===== src/rtl/hash_ctrl_pkg.sv =====
// Shared state encoding and width constants for the hash engine stream controller.
package hash_ctrl_pkg;

  typedef enum logic [2:0] {IDLE, START, FEED, GAP, EOF} state_t;

  localparam int BYTE_W     = 8;
  localparam int DEF_HASH_W = 32;
  localparam int DEF_LEN_W  = 16;

endpackage


===== src/rtl/rr_arbiter.sv =====
// Combinational round-robin pick: first asserted request at or after the pointer, wrapping.
module rr_arbiter #(
  parameter int NUM_REQ = 4,
  parameter int ID_W    = (NUM_REQ > 1) ? $clog2(NUM_REQ) : 1
) (
  input  logic [NUM_REQ-1:0] req,
  input  logic [ID_W-1:0]    ptr,
  output logic [ID_W-1:0]    grant,
  output logic               any_req
);

  logic [2*NUM_REQ-1:0] w_dbl;
  logic [NUM_REQ-1:0]   w_rot;
  logic [ID_W:0]        w_sum;
  logic                 w_found;

  // Rotating the request vector by the pointer turns the search into a plain priority encode.
  assign w_dbl   = {req, req} >> ptr;
  assign w_rot   = w_dbl[NUM_REQ-1:0];
  assign any_req = |req;

  always_comb begin
    grant   = '0;
    w_sum   = '0;
    w_found = 1'b0;
    for (int k = 0; k < NUM_REQ; k++) begin
      if (!w_found && w_rot[k]) begin
        w_found = 1'b1;
        w_sum   = {1'b0, ptr} + (ID_W+1)'(k);
        if (w_sum >= (ID_W+1)'(NUM_REQ)) begin
          w_sum = w_sum - (ID_W+1)'(NUM_REQ);
        end
        grant = w_sum[ID_W-1:0];
      end
    end
  end

endmodule


===== src/rtl/hash_stream_arbiter.sv =====
// Shares one full_hash engine between byte-stream requesters, one whole message per grant,
// and returns hash, owner and length of each finished message.
module hash_stream_arbiter
  import hash_ctrl_pkg::*;
#(
  parameter  int NUM_REQ = 4,
  parameter  int HASH_W  = DEF_HASH_W,
  parameter  int LEN_W   = DEF_LEN_W,
  localparam int ID_W    = (NUM_REQ > 1) ? $clog2(NUM_REQ) : 1
) (
  input  logic                      clk,
  input  logic                      rst_n,
  input  logic [NUM_REQ-1:0]        req_valid,
  input  logic [NUM_REQ*BYTE_W-1:0] req_byte,
  input  logic [NUM_REQ-1:0]        req_last,
  output logic [NUM_REQ-1:0]        req_ready,
  output logic                      hs_start,
  output logic [BYTE_W-1:0]         hs_byte,
  output logic                      hs_dr,
  output logic                      hs_eof,
  input  logic                      hs_rtr,
  input  logic [HASH_W-1:0]         hs_rh,
  input  logic                      hs_ready,
  output logic                      busy,
  output logic [ID_W-1:0]           grant_id,
  output logic                      res_valid,
  output logic [ID_W-1:0]           res_id,
  output logic [HASH_W-1:0]         res_hash,
  output logic [LEN_W-1:0]          res_len
);

  state_t             r_state;
  logic [ID_W-1:0]    r_ptr;
  logic [ID_W-1:0]    r_grantId;
  logic [LEN_W-1:0]   r_count;
  logic               r_lastFlag;
  logic [ID_W-1:0]    w_arbGrant;
  logic               w_anyReq;
  logic [NUM_REQ-1:0] w_grantMask;
  logic [BYTE_W-1:0]  w_reqByte;
  logic               w_reqLast;
  logic               w_xfer;
  logic [ID_W-1:0]    w_nextPtr;

  rr_arbiter #(
    .NUM_REQ (NUM_REQ),
    .ID_W    (ID_W)
  ) u_rr (
    .req     (req_valid),
    .ptr     (r_ptr),
    .grant   (w_arbGrant),
    .any_req (w_anyReq)
  );

  assign w_grantMask = NUM_REQ'(1) << r_grantId;
  assign w_reqByte   = BYTE_W'(req_byte >> (BYTE_W * r_grantId));
  assign w_reqLast   = |(req_last & w_grantMask);
  assign req_ready   = (r_state == FEED && hs_rtr) ? w_grantMask : '0;
  assign w_xfer      = |(req_valid & req_ready);
  assign w_nextPtr   = (r_grantId == ID_W'(NUM_REQ-1)) ? '0 : r_grantId + 1'b1;
  assign busy        = (r_state != IDLE);
  assign grant_id    = r_grantId;

  // Pulse outputs default low each cycle; GAP exists so dr pulses can never be back to back.
  always_ff @(posedge clk or negedge rst_n) begin
    if (!rst_n) begin
      r_state    <= IDLE;
      r_ptr      <= '0;
      r_grantId  <= '0;
      r_count    <= '0;
      r_lastFlag <= 1'b0;
      hs_start   <= 1'b0;
      hs_byte    <= '0;
      hs_dr      <= 1'b0;
      hs_eof     <= 1'b0;
      res_valid  <= 1'b0;
      res_id     <= '0;
      res_hash   <= '0;
      res_len    <= '0;
    end else begin
      hs_start  <= 1'b0;
      hs_dr     <= 1'b0;
      res_valid <= 1'b0;
      case (r_state)
        IDLE: begin
          if (w_anyReq) begin
            r_grantId <= w_arbGrant;
            r_count   <= '0;
            hs_start  <= 1'b1;
            r_state   <= START;
          end
        end
        START: r_state <= FEED;
        FEED: begin
          if (w_xfer) begin
            hs_byte    <= w_reqByte;
            hs_dr      <= 1'b1;
            r_lastFlag <= w_reqLast;
            if (r_count != '1) begin
              r_count <= r_count + 1'b1;
            end
            r_state <= GAP;
          end
        end
        GAP: begin
          if (r_lastFlag) begin
            hs_eof  <= 1'b1;
            r_state <= EOF;
          end else begin
            r_state <= FEED;
          end
        end
        EOF: begin
          if (hs_ready) begin
            res_hash  <= hs_rh;
            res_len   <= r_count;
            res_id    <= r_grantId;
            res_valid <= 1'b1;
            hs_eof    <= 1'b0;
            r_ptr     <= w_nextPtr;
            r_state   <= IDLE;
          end
        end
        default: r_state <= IDLE;
      endcase
    end
  end

endmodule


===== config.mk =====
export PLATFORM = sky130hd
export DESIGN_NAME = hash_stream_arbiter
export DESIGN_NICKNAME = d
export VERILOG_FILES = /design/src/rtl/hash_ctrl_pkg.sv /design/src/rtl/rr_arbiter.sv /design/src/rtl/hash_stream_arbiter.sv
export SDC_FILE = /design/constraint.sdc
export NUM_CORES = 1
export LEC_CHECK = 0
export ABC_CLOCK_PERIOD_IN_PS = 3520
export BUFFER_PORTS_ARGS = -buffer_cell sky130_fd_sc_hd__buf_2
export CORE_MARGIN = 4
export CORE_UTILIZATION = 40
export CTS_CLUSTER_SIZE = 28
export DETAILED_ROUTE_END_ITERATION = 10
export GPL_TIMING_DRIVEN = 0
export PLACE_DENSITY = 0.66
export SKIP_LAST_GASP = 1
export SYNTH_ARGS = -nofsm -noshare
export SYNTH_HDL_FRONTEND = slang
export SYNTH_SLANG_ARGS = --single-unit

===== constraint.sdc =====
create_clock -name clk -period 3.52 [get_ports clk]
set_clock_uncertainty 0.15 [all_clocks]
set_input_delay 0.528 -clock clk [delete_from_list [all_inputs] [get_ports clk]]
set_output_delay 0.528 -clock clk [all_outputs]
set_load 0.02 [all_outputs]

==> flow_metrics.env, run 1 <==
export IMPL_crit_path_end="r_count[11]"
export IMPL_clkPwrFrac_pct=18.8
export IMPL_netSwitchingPower_uw=1500
export IMPL_powerDensity_nw_per_um2=738
export IMPL_syn_cell_area_um2=4000
export IMPL_critPathMaxFanout=10
export IMPL_dp_cells=595
export IMPL_cts_root_buf="clkbuf_8"
export IMPL_die_area_um2=11700
export IMPL_routed_wl_um=9300
export IMPL_worstSetupEndpointType="flop"
export IMPL_layoutNonFillerInstCount=612
export IMPL_p_sw_share_pct=39.7
export IMPL_initial_utilization_pct=41.1
export IMPL_cts_tree="built"
export IMPL_power_leakage_uw=0.00266
export IMPL_worstSetupPathType="flop to flop"
export IMPL_cts_resized=0
export IMPL_drive_gt1_share_pct=50.7
export IMPL_p_comb_share_pct=42.2
export IMPL_maxCapViolCount=0
export IMPL_r2r_end="r_count[11]"
export IMPL_cts_max_level=3
export IMPL_core_um2=9730
export IMPL_cp_data_required_time_ns=3.66
export IMPL_pre_cts_ws_ns=0.517
export IMPL_drt_initial_drc_count=126
export IMPL_ir_drop_v=0.000382
export IMPL_r2r_slack_ns=0.53
export IMPL_yosysSeqAreaShare_pct=53.9
export IMPL_drt_first_pass_iters=4
export IMPL_tns_ns=0
export IMPL_ys_ff_latch=86
export IMPL_layout_commonest_cell="buf_2"
export IMPL_synth_edf_count=0
export IMPL_ys_types=55
export IMPL_async_flop_share_pct=100
export IMPL_setup_violations=0
export IMPL_intPower_uw=2280
export IMPL_fmax_ghz=0.335
export IMPL_antenna_left=0
export IMPL_worst_r2r_cell_count=8
export IMPL_finalCriticalPeriod_ns=2.99
export IMPL_vias=3133
export IMPL_drc=0
export IMPL_num_nets_final=555
export IMPL_grt_pass1_vias=3117
export IMPL_io_buffers=144
export IMPL_n_fill_cell=908
export IMPL_layout_setup_ws_ns=0.531
export IMPL_hpwl_um=7070
export IMPL_critPathLaunchType="flop"
export IMPL_io_pins=145
export IMPL_syn2layout_area_growth_pct=28.3
export IMPL_cp_arrival_ns=3.13
export IMPL_hold_viol=0
export IMPL_grt_setup_unrepaired="false"
export IMPL_globalRouteOverflowTotal=0
export IMPL_rows=36
export IMPL_drv_slew=0
export IMPL_synthCells=317
export IMPL_insertion_delay_ns=0.35
export IMPL_grt_util_all_layers_pct=16.1
export IMPL_place_congestion=0.809
export IMPL_routed_wire_length_per_instance_um=15.2
export IMPL_synth_warning_count=0
export IMPL_syn_nets=398
export IMPL_final_cell_mix="buf_2 (150), dfrtp_1 (86), mux2_2 (51), nand2_1 (38), and3_1 (10)"
export IMPL_die_w_um=108
export IMPL_worst_pin_slew_ns=0.698
export IMPL_min_period_over_period_pct=84.9
export IMPL_numCtsBuffers=9
export IMPL_grt_first_pass_wirelength_um=15000
export IMPL_post_synth_cell_area_avg_um2=12.6
export IMPL_hold_class="input pin to flop"
export IMPL_die_y_um=108
export IMPL_clock_sinks=86
export IMPL_clkTransAtPathRegs_ns=0.10
export IMPL_grt_max_degree=62
export IMPL_status="finished, final reports clean"
export IMPL_cp_startpoint="grant_id[0]"
export IMPL_pwr_share_seq_pct=39.1
export IMPL_synth_main_ff_cell="dfrtp_1"
export IMPL_routed_via_density=5.12
export IMPL_rr_startpoint="grant_id[0]"
export IMPL_relSlewSlack_pct=53.5
export IMPL_diodes=0
export IMPL_clk_path_buf_depth=2
export IMPL_antenna_found_initial=0
==> synthesized netlist by cell type (3+ instances only) <==
cell	number	share of area, %
nor3_1	5	0.63
or3_1	3	0.47
mux2_2	51	14
o211ai_1	4	0.75
a31oi_1	4	0.63
nor4_1	6	0.94
nand3_1	8	1.0
nor2_1	5	0.47
mux4_2	8	4.5
a21oi_1	5	0.63
a21o_1	3	0.56
dfrtp_1	86	54
ha_1	5	1.6
buf_2	7	0.88
clkbuf_1	3	0.28
and3_1	10	1.6
a211o_1	4	0.88
inv_1	6	0.56
nand4_1	3	0.47
nand2b_1	3	0.47
o21ai_0	9	1.1
nand2_1	38	3.6
==> worst max-delay path, stage by stage (launching register included) <==
cell      delay, ns
dfrtp_1        0.45
buf_1          0.57
inv_1          0.17
ha_1           0.27
a22o_1         0.18
o211ai_1       0.28
clkinv_1       0.33
o21ai_4        0.36
a211o_1        0.18
==> cell type report <==
type                    count  area, um^2  share of cell area [%]
plain buffers              15        87.6                    1.71
clock buffers               9         124                    2.42
clock inverters             7        80.1                    1.56
inverters                   8        35.0                   0.683
multi-input cells         208        1720                    33.6
flip-flops and latches     86        2150                    42.0
well taps                 133         166                    3.25
repair buffers            146         761                    14.8
==> flip-flops by register name, indices dropped and copies added, names as in the netlist <==
signal and flops:
grant_id 2, hs_byte 8, hs_dr 1, hs_eof 1, hs_start 1, r_count 16, r_lastFlag 1, r_ptr 2
r_state 3, res_hash 32, res_id 2, res_len 16, res_valid 1
==> cells by family after synthesis <==
kind of cell | count (synthesis) | synth area share (%)
buffers and inverters | 23 | 3.07
DFF | 86 | 53.9
AOI/OAI and AO/OA | 49 | 9.33
adders and majority gates | 5 | 1.57
muxes | 61 | 19.4
and+or+nand+nor | 93 | 12.8
==> power by group through the flow <==
stage | clock (uW) | sequential (uW) | combinational, uW
after CTS | 733 | 1480 | 1620
after global placement | 0 | 1490 | 1590
after detailed placement | 0 | 1500 | 1620
after floorplan | 0 | 1770 | 791
after global routing | 780 | 1520 | 1740
final | 710 | 1480 | 1600
==> repair_timing <==
action | 4_1_cts | 5_1_grt
endpoints found under the hold margin | 25 | 0
buffers inserted | 0 | 0
hold buffers | 1 | 0
setup endpoints to repair | 0 | 0
==> worst min-delay path by stage <==
stage | startpoint | endpoint | slack (ns) | cells after the start
final | hs_rh[24] | res_hash[24] | 0.24 | 2
after global routing | hs_rh[2] | res_hash[2] | 0.22 | 2
after CTS | hs_rh[24] | res_hash[24] | 0.22 | 2
after detailed placement | hs_byte[0] | hs_byte[0] | 0.31 | 2
after global placement | hs_byte[3] | hs_byte[3] | 0.31 | 2
after floorplan | rst_n | grant_id[0] | 0.08 | 0
==> per-stage QoR <==
step | cell area [um^2] | hold slack [ns] | power (uW) | utilization [%]
2_1_floorplan | 4000 | 0.0824 | 2560 | -
3_3_place_gp | 4880 | 0.308 | 3070 | 50.2
3_5_place_dp | 4910 | 0.312 | 3110 | 50.5
4_1_cts | 5130 | 0.222 | 3840 | 52.7
5_1_grt | 5130 | 0.219 | 4040 | 52.7
6_report | 5130 | 0.243 | 3790 | 52.7
==> metal layers <==
layer / global-route usage [%] / part of all wire, %
met5: 0 / 0
met4: 4.87 / 0.71
met3: 4.06 / 5.1
met2: 26.7 / 51
met1: 20.9 / 43
Note: power is estimated with default switching activity, not from simulation.
==> inputs of run 2 (changes only) <==
Settings changed: ABC_AREA set to 1, ABC_CLOCK_PERIOD_IN_PS 3520 to 2480, PLACE_DENSITY 0.66 to 0.67.
Clock period 3.52 ns to 2.48 ns, I/O delays scaled along.
==> run 2 against run 1 <==
  * Worst setup slack worse by 0.38 ns
  * Final cell count increased by 42%
  * Hold slack worse by 0.19 ns
  * Cell area grew 8.0%
  * Sequential power rose by 40%
==> flow_metrics.env, run 2 <==
export IMPL_r2r_end="r_count[12]"
export IMPL_rr_startpoint="grant_id[0]"
export IMPL_grt_util_all_layers_pct=18.6
export IMPL_drive_gt1_share_pct=27.0
export IMPL_antenna_found_initial=0
export IMPL_worst_r2r_cell_count=10
export IMPL_syn_nets=652
export IMPL_synth_warning_count=0
export IMPL_crit_chain="buf_2, clkinvlp_4, ha_1, nand4_1, inv_1, buf_2"
export IMPL_largest_register="res_hash"
export IMPL_numCtsBuffers=9
export IMPL_syn2layout_area_growth_pct=27.3
export IMPL_powerDensity_nw_per_um2=1080
export IMPL_setup_violations=0
export IMPL_syn_cell_area_um2=4350
export IMPL_worstSetupEndpointType="output port"
export IMPL_antenna_left=0
export IMPL_min_period_over_period_pct=93.9
export IMPL_finalCriticalPeriod_ns=2.33
export IMPL_initial_utilization_pct=41.6
export IMPL_globalRouteOverflowTotal=0
export IMPL_insertion_delay_ns=0.35
export IMPL_drv_slew=0
export IMPL_largest_register_ffs=32
export IMPL_clkTransAtPathRegs_ns=0.09
export IMPL_critPathMaxFanout=10
export IMPL_yosysSeqAreaShare_pct=49.5
export IMPL_rows=37
export IMPL_maxCapViolCount=0
export IMPL_cp_common_cell="buf_2"
export IMPL_hpwl_um=8810
export IMPL_drt_initial_drc_count=419
export IMPL_ys_ff_latch=86
export IMPL_ys_types=33
export IMPL_synthTopCellsByCount="nand2_1 (225), dfrtp_1 (86), nor2_1 (83)"
export IMPL_netlist_area_leader_share_pct=49.5
export IMPL_diodes=0
export IMPL_ir_drop_v=0.000435
export IMPL_post_synth_cell_area_avg_um2=7.61
export IMPL_cp_arrival_ns=1.81
export IMPL_min_to="res_hash[30]"
export IMPL_hold_class="input pin to flop"
export IMPL_hold_viol=0
export IMPL_cp_startpoint="grant_id[0]"
export IMPL_holdCritStartpoint="hs_rh[30]"
export IMPL_hold_depth=3
export IMPL_cts_max_level=3
export IMPL_synth_edf_count=0
export IMPL_drc=0
export IMPL_drt_first_pass_iters=5
export IMPL_synth_main_ff_cell="dfrtp_1"
export IMPL_cp_slowest_stage_delay_ns=0.40
export IMPL_die_w_um=112
export IMPL_clk_path_buf_depth=2
export IMPL_cts_root_buf="clkbuf_8"
export IMPL_clock_sinks=86
export IMPL_ys_top_cells_by_area="dfrtp_1 (49%), nand2_1 (19%), nor2_1 (7.2%)"
export IMPL_fin_area_um2=5540
export IMPL_placed_area_um2=5270
export IMPL_power_leakage_uw=0.00303
export IMPL_async_flop_share_pct=100
export IMPL_num_nets_final=809
export IMPL_routed_via_density=4.86
export IMPL_status="finished, final reports clean"
export IMPL_cts_tree="built"
export IMPL_relSlewSlack_pct=61.6
export IMPL_die_area_um2=12600
export IMPL_dp_cells=852
export IMPL_synth_largest_area_cell="dfrtp_1"
export IMPL_grt_setup_unrepaired="false"
export IMPL_worstSetupPathType="flop to output port"
export IMPL_worst_pin_slew_ns=0.576
export IMPL_layout_commonest_cell="nand2_1"
export IMPL_critPathLaunchType="flop"
export IMPL_grt_first_pass_wirelength_um=19400
export IMPL_top_regs="res_hash x32, r_count x16, res_len x16"
export IMPL_io_buffers=144
export IMPL_place_congestion=0.900
export IMPL_yosysMostFrequentCell="nand2_1"
export IMPL_vias=4227
export IMPL_die_y_um=112
export IMPL_cp_slowest_cell="dfrtp_1"
export IMPL_core_um2=10500
export IMPL_grt_pass1_vias=4027
export IMPL_io_pins=145
export IMPL_routed_wl_um=11900
export IMPL_final_cell_mix="nand2_1 (225), buf_2 (161), dfrtp_1 (86), nor2_1 (83), o21ai_0 (38)"
export IMPL_cp_data_required_time_ns=1.96
export IMPL_r2r_slack_ns=0.16
export IMPL_routed_wire_length_per_instance_um=13.7
export IMPL_grt_max_degree=69
export IMPL_layoutNonFillerInstCount=869
export IMPL_fmax_ghz=0.429
export IMPL_synthCells=571
## run 2: changes by cell type after synthesis, sizes merged, moves of 6 or more
cell   delta
o21ai    +29
nand2   +189
nand3     +7
mux4      -8
and3      -9
nand4    +21
inv      +26
mux2     -51
nor4      -7
nor2     +84
buf       +6
## run 2: cells by family (layout without fill, tap and decap cells)
kind of cell | Yosys count | after routing | synth area share [%]
AND/OR/NAND/NOR | 363 | 363 | 35.3
XOR/XNOR | 5 | 5 | 1.01
adder cells (fa/ha/maj) | 5 | 5 | 1.44
AO/OA/AOI/OAI | 55 | 55 | 7.14
buffers and inverters | 57 | 219 | 5.67
flip-flops | 86 | 86 | 49.5
## run 2: cell type report
type	count	area [um^2]
Inverter	33	130
Clock inverter	7	121
Buffer	23	120
Tap cell	136	170
Fill cell	1000	4930
Timing Repair Buffer	147	768
Sequential cell	86	2150
Multi-Input combinational cell	428	1950
Clock buffer	9	124
## run 2: what timing repair did
item,4_1_cts,5_1_grt
hold buffers,1,0
gates resized for setup,3,2
setup buffers,1,0
cloned,0,0
setup endpoints to repair,30,21
endpoints found under the hold margin,18,0
pin swaps,0,0
## run 2: worst max-delay path, delay by kind of cell (launching register included)
kind | cells | cell delay, ns
fa+ha+maj | 1 | 0.25
simple gates | 1 | 0.12
buf+inv | 4 | 0.68
flops | 1 | 0.40
## run 2: worst max-delay path by stage
stage,endpoint,cells after the start
after CTS,req_ready[1],6
final,req_ready[2],6
after floorplan,r_count[6],11
after detailed placement,r_count[12],11
after global placement,hs_byte[7],10
after global routing,hs_byte[4],9
## run 2: per-stage QoR
stage | hold slack (ns) | setup WS, ns | setup TNS (ns) | power, uW | util, %
detailed placement | 0.124 | -0.290 | -6.55 | 4820 | 50.4
finish | 0.0508 | 0.150 | 0 | 6000 | 52.9
CTS | 0.0325 | 0.126 | 0 | 6050 | 52.9
global route | 0.0438 | 0.0179 | 0 | 6430 | 52.9
global placement | 0.305 | -0.321 | -7.35 | 4750 | 50.1
floorplan | -0.0736 | 0.104 | 0 | 3900 | -
## run 2: report_power, final
group | internal [uW] | leakage [uW] | switching (uW)
Clock | 675 | 0.000124 | 523
Sequential | 1820 | 0.00112 | 249
Combinational | 895 | 0.00179 | 1840
## run 2: routing by layer
layer | vias to the layer above | GRT usage [%] | part of all wire (%)
li1 | 2139 | - | -
met1 | 1927 | 25.5 | 46
met2 | 150 | 29.9 | 46
met3 | 11 | 3.83 | 6.6
met4 | 0 | 5.21 | 1.3
met5 | - | 0 | 0
